[config.mk]
export PLATFORM = sky130hd
export DESIGN_NAME = mem_port_arbiter
export DESIGN_NICKNAME = d
export VERILOG_FILES = /design/src/rtl/mem_port_arbiter.sv
export SDC_FILE = /design/constraint.sdc
export NUM_CORES = 1
export LEC_CHECK = 0
export CAP_MARGIN = 20
export CORE_UTILIZATION = 41
export CTS_CLUSTER_DIAMETER = 40
export DETAILED_ROUTE_END_ITERATION = 10
export PLACE_DENSITY_LB_ADDON = 0.1
export SETUP_SLACK_MARGIN = 0.05
export SLEW_MARGIN = 25
export SYNTH_ARGS = -nofsm -noshare
export SYNTH_HDL_FRONTEND = slang
export SYNTH_SLANG_ARGS = --single-unit
[constraint.sdc]
create_clock -name clk -period 4.58 [get_ports clk]
set_clock_uncertainty 0.05 [all_clocks]
set_input_delay 0.458 -clock clk [delete_from_list [all_inputs] [get_ports clk]]
set_output_delay 0.458 -clock clk [all_outputs]
set_load 0.005 [all_outputs]
[src/rtl/mem_port_arbiter.sv]
// Fetch / load-store arbiter for the shared 512 B byte memory.
// Data port wins unless the burst counter forces a fetch grant.
module mem_port_arbiter #(
    parameter int ADDR_W      = 9,
    parameter int MAX_D_BURST = 4
) (
    input  logic              clk,
    input  logic              rst,
    input  logic              if_req,
    input  logic [ADDR_W-1:0] if_addr,
    output logic              if_gnt,
    output logic              if_done,
    output logic [31:0]       if_rdata,
    input  logic              d_req,
    input  logic              d_we,
    input  logic [ADDR_W-1:0] d_addr,
    input  logic [31:0]       d_wdata,
    input  logic [2:0]        d_funct3,
    output logic              d_gnt,
    output logic              d_done,
    output logic              d_err,
    output logic [31:0]       d_rdata,
    output logic [ADDR_W-1:0] mem_addr,
    output logic [31:0]       mem_wdata,
    output logic [2:0]        mem_funct3,
    output logic              mem_read,
    output logic              mem_write,
    input  logic [31:0]       mem_rdata
);

    localparam logic [3:0] BURST_MAX = 4'(MAX_D_BURST);

    typedef enum logic [1:0] {
        IDLE   = 2'd0,
        GNT_IF = 2'd1,
        GNT_D  = 2'd2
    } state_t;

    state_t            state_q, state_d;
    logic [3:0]        burst_q, burst_d;
    logic              if_gnt_q, if_gnt_d;
    logic              d_gnt_q, d_gnt_d;
    logic              mem_read_q, mem_read_d;
    logic              mem_write_q, mem_write_d;
    logic [ADDR_W-1:0] mem_addr_q, mem_addr_d;
    logic [31:0]       mem_wdata_q, mem_wdata_d;
    logic [2:0]        mem_funct3_q, mem_funct3_d;
    logic              d_ill_q, d_ill_d;
    logic              d_store_q, d_store_d;
    logic              if_done_q, if_done_d;
    logic              d_done_q, d_done_d;
    logic              d_err_q, d_err_d;
    logic [31:0]       if_rdata_q, if_rdata_d;
    logic [31:0]       d_rdata_q, d_rdata_d;
    logic              d_legal;
    logic              d_win;
    logic [1:0]        if_addr_unused;

    // Fetches are always word-aligned; the low address bits carry nothing.
    assign if_addr_unused = if_addr[1:0];

    // Classify the presented data access as servable by memory or not
    always_comb begin
        d_legal = 1'b0;
        unique case (d_funct3)
            3'b000:  d_legal = 1'b1;
            3'b001:  d_legal = ~d_addr[0];
            3'b010:  d_legal = (d_addr[1:0] == 2'b00);
            default: d_legal = 1'b0;
        endcase
    end

    // Pick the winner, latch its fields, track the burst, retire the last grant
    always_comb begin
        state_d      = IDLE;
        burst_d      = burst_q;
        if_gnt_d     = 1'b0;
        d_gnt_d      = 1'b0;
        mem_read_d   = 1'b0;
        mem_write_d  = 1'b0;
        mem_addr_d   = mem_addr_q;
        mem_wdata_d  = mem_wdata_q;
        mem_funct3_d = mem_funct3_q;
        d_ill_d      = d_ill_q;
        d_store_d    = d_store_q;
        if_done_d    = 1'b0;
        d_done_d     = 1'b0;
        d_err_d      = 1'b0;
        if_rdata_d   = if_rdata_q;
        d_rdata_d    = d_rdata_q;

        d_win = d_req && (!if_req || (burst_q < BURST_MAX));

        if (d_win) begin
            state_d      = GNT_D;
            d_gnt_d      = 1'b1;
            mem_addr_d   = d_addr;
            mem_wdata_d  = d_wdata;
            mem_funct3_d = d_funct3;
            mem_read_d   = d_legal & ~d_we;
            mem_write_d  = d_legal & d_we;
            d_ill_d      = ~d_legal;
            d_store_d    = d_we;
        end else if (if_req) begin
            state_d      = GNT_IF;
            if_gnt_d     = 1'b1;
            mem_addr_d   = {if_addr[ADDR_W-1:2], 2'b00};
            mem_funct3_d = 3'b010;
            mem_read_d   = 1'b1;
        end

        // Count data grants only while a fetch is being held off
        if (!if_req || !d_win) begin
            burst_d = 4'd0;
        end else if (burst_q < BURST_MAX) begin
            burst_d = burst_q + 4'd1;
        end

        if (state_q == GNT_IF) begin
            if_done_d  = 1'b1;
            if_rdata_d = mem_rdata;
        end else if (state_q == GNT_D) begin
            d_done_d = 1'b1;
            if (d_ill_q) begin
                d_err_d   = 1'b1;
                d_rdata_d = 32'd0;
            end else if (!d_store_q) begin
                d_rdata_d = mem_rdata;
            end
        end
    end

    // Grant-stage and response registers; reset aborts any access in flight
    always_ff @(posedge clk or posedge rst) begin
        if (rst) begin
            state_q      <= IDLE;
            burst_q      <= 4'd0;
            if_gnt_q     <= 1'b0;
            d_gnt_q      <= 1'b0;
            mem_read_q   <= 1'b0;
            mem_write_q  <= 1'b0;
            mem_addr_q   <= '0;
            mem_wdata_q  <= 32'd0;
            mem_funct3_q <= 3'd0;
            d_ill_q      <= 1'b0;
            d_store_q    <= 1'b0;
            if_done_q    <= 1'b0;
            d_done_q     <= 1'b0;
            d_err_q      <= 1'b0;
            if_rdata_q   <= 32'd0;
            d_rdata_q    <= 32'd0;
        end else begin
            state_q      <= state_d;
            burst_q      <= burst_d;
            if_gnt_q     <= if_gnt_d;
            d_gnt_q      <= d_gnt_d;
            mem_read_q   <= mem_read_d;
            mem_write_q  <= mem_write_d;
            mem_addr_q   <= mem_addr_d;
            mem_wdata_q  <= mem_wdata_d;
            mem_funct3_q <= mem_funct3_d;
            d_ill_q      <= d_ill_d;
            d_store_q    <= d_store_d;
            if_done_q    <= if_done_d;
            d_done_q     <= d_done_d;
            d_err_q      <= d_err_d;
            if_rdata_q   <= if_rdata_d;
            d_rdata_q    <= d_rdata_d;
        end
    end

    assign if_gnt     = if_gnt_q;
    assign if_done    = if_done_q;
    assign if_rdata   = if_rdata_q;
    assign d_gnt      = d_gnt_q;
    assign d_done     = d_done_q;
    assign d_err      = d_err_q;
    assign d_rdata    = d_rdata_q;
    assign mem_addr   = mem_addr_q;
    assign mem_wdata  = mem_wdata_q;
    assign mem_funct3 = mem_funct3_q;
    assign mem_read   = mem_read_q;
    assign mem_write  = mem_write_q;

endmodule

### After elaboration in Yosys (flattened, before gate mapping)

Cells that the tools add are included.

* memories kept: 0
* latch bits: 0
* register bits: 123
* output and inout bits: 115
* ROM bits: 0
* RAM bits: 0
* input port bits: 90
* word-level logic and storage cells: 61

* reduce and logical (&&, ||, !) cells: 10
* eq/ne operators: 5
* order comparisons: 1
* add/subtract/negate cells: 1
* multiply operators: 0
* mux-type cells: 22
* divide/modulo/power cells: 0
* shift operators: 0
* bitwise logic cells: 6

Operators by type and width (count)
* $mux W32: 2
* $mux W9: 2
* $mux W1: 12
* $mux W4: 2
* $mux W3: 2
* $add A4 B1 Y4 const B: 1
* $lt A4 B3 Y1 const B: 1
* $not A1 Y1: 4
* $reduce_bool A2 Y1: 2
* $eq A3 B1 Y1 const B: 1
* $eq A3 B2 Y1 const B: 1
* $logic_not A3 Y1: 1
* $pmux W1 S3: 1
* $reduce_and A3 Y1: 1
* $and A1 B1 Y1: 2
* $eq A2 B1 Y1 const B: 1
* $eq A2 B2 Y1 const B: 1
* $logic_not A1 Y1: 2
* $logic_not A2 Y1: 1
* $logic_or A1 B1 Y1: 2
* $mux W2: 1
* $ne A2 B2 Y1 const B: 1
* $logic_and A1 B1 Y1: 1

### Longest topological paths before layout

* depth in word-level cells: 6
* depth in mapped cells: 5
* depth with buffers taken out: 4

### Least setup slack after synthesis

Ideal clock, no wire load.

* path type: input -> register
* start: input port d_req
* end: register mem_addr_q[2], in the netlist mem_addr[2]
* path slack: 3.155 ns
* cell stages on the path: 5
* data required time: 4.404 ns
* library setup time: 0.126 ns
* data arrival time: 1.249 ns
* buffers on the path: 2
* path through: clkbuf_2 > nor2_1 > clkbuf_1 > and2_1 > a221o_1

* longest elaborated chain between the ends: 2
* elaborated cells between the ends (all ways): 3
* those cells by class: mux (1); reduce/logical (2)

RTL lines
* start, declared: RTL line 14 `input logic d_req,`
* $logic_and A1 B1 Y1 (*): RTL line 92 `d_win = d_req && (!if_req || (burst_q < BURST_MAX));`
* $mux W9 or $reduce_bool A2 Y1 (tied branches)
* end signal, assigned: RTL line 159 `mem_addr_q <= mem_addr_d;`
* end, declared: RTL line 45 `logic [ADDR_W-1:0] mem_addr_q, mem_addr_d;`

Every way passes the cells marked *; elsewhere a longest branch is shown, timed or not.
A chain may end at the register's enable or synchronous reset.

### Final worst setup path

* start: register d_gnt_q, in the netlist d_gnt
* end: output port d_gnt

RTL lines
* start, declared: RTL line 42 `logic d_gnt_q, d_gnt_d;`
* start signal, assigned: RTL line 156 `d_gnt_q <= d_gnt_d;`
* end, declared: RTL line 19 `output logic d_gnt,`

No word-level cell between the ends.

==> results.yml <==
status:
  run_status: "complete, no violations"
timing:
  grt_setup_unrepaired: "false"
  final.period_utilization_pct: 42.9
  max-slew-margin-rel_pct: 55.0
  post_route_worst_hold_slack_ns: 0.369
  timing_max_transition_violations_final: 0
  tightest_slew_ns: 0.675
  post-route-min-period_ns: 1.96
  finalSetupViolations: 0
  fin_setup_tns_ns: 0
  fmax_mhz: 509
  timing_hold_violations_final: 0
clocking:
  worstSkewPairLatency_ns: 0.51
  tritoncts: "done"
  htreeDepth: 4
  cts_num_sinks: 121
  clkSlewWorstSetupHoldPaths_ns: 0.06
  clk_path_buf_depth: 2
  cts-hold-fix-buffers: 0
  root_buffer_master: "sky130_fd_sc_hd__clkbuf_8"
  number_of_buffers_added_by_the_clock_tree_synthesis_step: 17
  cts_resized: 0
  post-cts-setup-buffer-count: 0
worst_setup_path:
  crit_chain: "clkdlybuf4s50_1"
  timing.critical_path.to: "d_gnt"
  r2r_start: "burst_q[2]"
  slowest_delay_ns: 0.54
  path_class: "reg2out"
  path_delay_family: "buffers and inverters"
  startpoint_type: "flip-flop"
  rrSetupSlack_ns: 2.80
  crit_path_start: "d_gnt"
  cp_num_cells: 1
  critPathSlowestCell: "sky130_fd_sc_hd__clkdlybuf4s50_1"
  crit-reg2reg-capture: "d_ill_q"
  critPathBufInv: 1
  crit_fanout: 3
  cp_data_arrival_time_ns: 1.46
  critical_path_end_type: "primary output"
  cp_data_required_time_ns: 4.07
  worst_reg2reg_path_length_in_cells: 4
die:
  io_pins: 205
  die_area_um2: 11300
  floorplan.initialDensity_pct: 42.8
  die_height_um: 106
  num_rows: 37
  core_box_area_um2: 10500
  fp.dieW_um: 106
power_and_ir_drop:
  total_power_consumption_of_the_routed_design_w: 0.00300
  ir_drop_uv: 256
  pwr_density_cell_nw_per_um2: 419
  total_leakage_power_nw: 3.08
global_route:
  grt_antenna_before_repair: 0
  grt_pass1_vias: 3388
  grt_max_degree: 56
  congestion_overflow_gr: 0
  grt_first_pass_wirelength_um: 17500
  all_layer_gr_usage_pct: 20.4
routing:
  ant_nets: 0
  drt-total-wl_um: 11000
  wire_per_inst_um: 17.2
  drc: 0
  routed-via-count: 3163
  detailedRoute.firstIterationViolations: 108
  via_per_inst: 4.97
  dr.pass1.iters: 5
synth:
  synth.net_count: 371
  synth_area_um2: 4480
  post_synth.cell_area_avg_um2: 16.0
  synth.top_cells.by_area: "sky130_fd_sc_hd__dfrtp_1, sky130_fd_sc_hd__mux2_2, sky130_fd_sc_hd__a22o_1, sky130_fd_sc_hd__a221o_1, sky130_fd_sc_hd__buf_2"
  synthArstFlopShare_pct: 100
  synth_cells: 280
  register_bit_total_from_synthesis: 121
  synth.largest_area_cell: "sky130_fd_sc_hd__dfrtp_1"
  synth-edff-count: 0
  yosys.cell_types.count: 33
  main_flop_type_after_synthesis: "sky130_fd_sc_hd__dfrtp_1"
  synth.yosys.seq_area_share_pct: 67.6
  yosys_warnings: 0
  synth_top_cell_area_share_pct: 67.6
layout:
  antenna_cells_inserted: 0
  design.final.nets: 581
  final_cell_count_no_fill: 636
  relative_area_change_from_synthesis_to_final_layout_pct: 60.0
  final_std_cell_area_no_fill_um2: 7160
  drive_above_1_share_pct: 20.6
place:
  port_buffers: 202
  dpl_cell_area_um2: 6620
  dp_hpwl_um: 7460
  gp_routability_congestion: 0.735
  placedCellCount: 606
flow_run:
  cap_violations: 0
min_path:
  timing.hold.worst.class: "in2async"
-- per-layer routing --
metal	track usage [%]	vias to the layer above	routed length, µm
li1	-	1438	-
met1	23.6	1579	4330
met2	33.6	131	5480
met3	8.58	15	961
met4	8.02	0	181
met5	0	-	0
-- worst min path at each step --
stage	endpoint	slack (ns)	from
5_1_grt	burst_q[0]	0.42	burst_q[0]
4_1_cts	mem_wdata[24]	0.39	rst
3_3_place_gp	burst_q[0]	0.38	burst_q[0]
2_1_floorplan	burst_q[0]	0.36	burst_q[0]
3_5_place_dp	burst_q[0]	0.39	burst_q[0]
6_report	mem_wdata[24]	0.37	rst
-- cells in the mapped netlist, types with 2 or more instances --
cell type and n:
sky130_fd_sc_hd__a221o_1 7, sky130_fd_sc_hd__nor2_1 3, sky130_fd_sc_hd__and2_0 4, sky130_fd_sc_hd__dfrtp_1 121
sky130_fd_sc_hd__o21bai_1 2, sky130_fd_sc_hd__inv_1 2, sky130_fd_sc_hd__and2_1 4, sky130_fd_sc_hd__a22o_1 36
sky130_fd_sc_hd__buf_4 2, sky130_fd_sc_hd__mux2_2 65, sky130_fd_sc_hd__buf_2 10, sky130_fd_sc_hd__buf_6 2
sky130_fd_sc_hd__and3_1 2
-- cell families (layout without fill, tap and decap cells) --
family,count (synthesis),count (layout),synth area share [%]
other cells,1,1,0.0838
simple gates,21,21,3.05
fa+ha+maj,1,1,0.279
mux,65,65,16.3
xor+xnor,1,1,0.196
flops,121,121,67.6
compound gates,51,51,9.95
buf+inv,19,239,2.46
-- worst register-to-register path: stages (launching register included) --
cell and delay, ns:
sky130_fd_sc_hd__dfrtp_1 0.42, sky130_fd_sc_hd__o21ai_2 0.26, sky130_fd_sc_hd__nand2_4 0.31, sky130_fd_sc_hd__inv_4 0.27, sky130_fd_sc_hd__mux2_2 0.35
-- area by class of cell --
cell class	count	area, µm²
Clock buffer	26	498
Clock inverter	3	15.0
Fill cell	777	3300
Inverter	3	16.3
Multi-Input combinational cell	140	1360
Sequential cell	121	3030
Tap cell	136	170
Timing Repair Buffer	207	2080
-- registers in the layout (all words and copies together) (netlist names) --
signal,flops
mem_funct3,3
mem_write,1
d_store_q,1
d_done,1
d_ill_q,1
mem_wdata,32
if_rdata,32
d_err,1
state_q,1
if_done,1
mem_addr,9
d_gnt,1
burst_q,4
d_rdata,32
mem_read,1
-- per-stage QoR --
step                      utilization [%]  setup WS, ns
after detailed placement             63.3          2.23
after CTS                            68.2          2.57
after global routing                 68.5          2.57
after global placement               63.3          2.27
after floorplan                         -         0.858
final                                68.5          2.62
-- placed cells by master (no fill, tap or decap), drive strengths merged --
master         Yosys  routed
a21boi             1       1
a21oi              1       1
a221o              7       7
a22o              36      36
and2               8       8
and2b              1       1
and3               2       2
buf               14       5
clkbuf             2      26
clkdlybuf4s50      0     202
clkinv             0       3
conb               1       1
dfrtp            121     121
ha                 1       1
inv                3       3
mux2              65      65
nand2              1       1
nand3              1       1
nand3b             1       1
nor2               3       3
nor2b              1       1
nor3               1       1
nor3b              2       2
o21ai              3       3
o21bai             2       2
o32a               1       1
xor2               1       1
-- report_power, final --
part	switching, W	total, W	internal (W)
Sequential	0.0000702	0.00128	0.00121
Clock	0.000423	0.00115	0.000723
Combinational	0.000180	0.000578	0.000398
Total	0.000673	0.00300	0.00233
(Power assumes the default switching activity.)
==> RTL change: new RTL, same flow settings <==
Change the parameter `ADDR_W` from 9 to 10.
--- a/src/rtl/mem_port_arbiter.sv
+++ b/src/rtl/mem_port_arbiter.sv
@@ -3,3 +3,3 @@
 module mem_port_arbiter #(
-    parameter int ADDR_W      = 9,
+    parameter int ADDR_W      = 10,
     parameter int MAX_D_BURST = 4
Ports: changed (resized d_addr, if_addr and mem_addr); port bits go from 205 to 208. No check against the original RTL was run, so the function may have changed too.
==> RTL change against the unedited design <==
Worst setup slack gained 0.021 ns; clock power increased by 5%; die area rose by 0.93%; cell area grew 1.4%; sequential share of layout area is 0.22 points lower; power up 2.6%; final cell count grew 1.4%; wire length rose by 0.45%; combinational power increased by 0.7%; global-route usage decreased by 0.087 points; area after synthesis up 0.95%; register-to-register slack got worse by 0.16 ns; sequential cell count is 1 higher.
==> RTL change: results (changes against the unedited design) <==
| Metric | Value |
|---|---|
| Status | `complete, no violations` |
| Nets | `589 (+1.4%)` |
| Fraction of area in registers | `42.0% (-0.22 points)` |
| WL final | `11,000 um (+0.45%)` |
| Mean post-synth cell area | `16.0 um^2 (-0.12%)` |
| Top post-synthesis cells by area | `dfrtp_1 (68%), mux2_2 (16%), a22o_1 (7.0%)` |
| Proportion of synthesized area in mux cells | `16.2% (-0.15 points)` |
| Area of the multi-input gates | `1370 um^2 (+1.2%)` |
| Hold Crit Class | `flip-flop to flip-flop` |
| Clock network area share | `7.53% (+0.37 points)` |
| Xor/xnor cell area share of the yosys netlist | `0.194% (-0.0018 points)` |
| Vias in the first global route | `3,430 (+1.2%)` |
| TritonCTS buffer count | `17 (unchanged)` |
| Via density | `5.02 (+0.97%)` |
| Grt met3 use | `7.42% (-1.2 points)` |
| Max Used Layer | `met4` |
| Crit path from | `d_gnt` |
| Met1 WL | `4420 um (+2.2%)` |
| DR pass1 iterations | `4 (-1)` |
| Worst min-delay path startpoint | `burst_q[0]` |
| Met3 WL post-DR | `816 um (-15%)` |
| Met2 global-route usage | `33.1% (-0.49 points)` |
| Dpl hpwl | `7570 um (+1.4%)` |
| Seq pwr share | `41.8% (-0.7 points)` |
| Buffers on Ports | `205 (+1.5%)` |
| Multi-input gates | `142 (+1.4%)` |
| Clkbuf count | `21 (-19%)` |
| First-pass GRT wire length | `17,500 um (-0.24%)` |
| Leakage | `3.11 nW (+0.96%)` |
| Distinct cells, synth | `32 (-3.0%)` |
| Clock power frac | `39.3% (+1.1 points)` |
| Synth warnings | `0 (unchanged)` |
| Nonclk buf count | `210 (+1.4%)` |
| Largest net degree at the start of global routing | `67 (+20%)` |
| Period utilization | `42.4% (-0.45 points)` |
| Ys async rst share | `100% (unchanged)` |
| NonClk Buf Share | `29.0% (-0.080 points)` |
| Placed cell count | `612 (+0.99%)` |
| Met1 GRT Util | `24.2% (+0.62 points)` |
| Synth Flop Type | `dfrtp_1` |
| Sink Count | `122 (+0.83%)` |
| GRT Util Overall | `20.3% (-0.087 points)` |
| Worst slack, placed | `2.23 ns (+0.00576 ns)` |
| Sw frac | `23.3% (+0.86 points)` |
| CTS tree | `done` |
| Seq/Total Area, Yosys | `67.6% (-0.083 points)` |
| Complex-gate fraction of the synthesized area | `10.1% (+0.13 points)` |
| Metal2 WL | `5580 um (+1.8%)` |
| # Post-CTS Setup Buffers | `0 (unchanged)` |
| Global placer's final weighted congestion | `0.746 (+1.5%)` |
| Syn nets | `376 (+1.3%)` |
| Share of post-route cells with drive strength above 1 | `21.2% (+0.62 points)` |
| Average wire per standard cell | `17.1 um (-0.95%)` |
| Initial DRC count | `130 (+20%)` |
| Top post-synthesis cells by count | `dfrtp_1 (122), mux2_2 (65), a22o_1 (36), buf_2 (11), a221o_1 (8)` |
| Worst R2R Start | `state_q[0]` |
| Crit path DAT | `1.43 ns (-0.03 ns)` |
| Max_slew headroom | `46.3% (-8.7 points)` |
| # fillers | `788 (+1.4%)` |
==> RTL change: stage by stage <==
stage / total power (W) / utilization [%] / instance area [um^2]
finish: 0.00308 / 69.1 / 7260
global route: 0.00322 / 69.1 / 7260
CTS: 0.00312 / 68.9 / 7240
detailed placement: 0.00189 / 63.7 / 6690
global placement: 0.00188 / 63.7 / 6690
floorplan: 0.00149 / - / 4520
==> RTL change: cells by family (layout without fill, tap and decap cells) <==
logic type | Yosys count | count (layout)
DFF | 122 | 122
muxes | 65 | 65
AOI/OAI and AO/OA | 52 | 52
and+or+nand+nor | 22 | 22
buffers and inverters | 19 | 245
adders and majority gates | 1 | 1
other | 1 | 1
xor gates and xnor gates | 1 | 1
==> RTL change: worst paths after layout <==
check	to	slack, ns	depth (start not counted)
worst max-delay path	d_gnt	2.64	1
worst min-delay path	burst_q[0]	0.39	1
worst max register to register	d_rdata[1]	2.64	4
worst min register to register	burst_q[0]	0.39	1
max in group asynchronous	d_gnt	3.10	3
min in group asynchronous	mem_wdata[11]	0.44	2
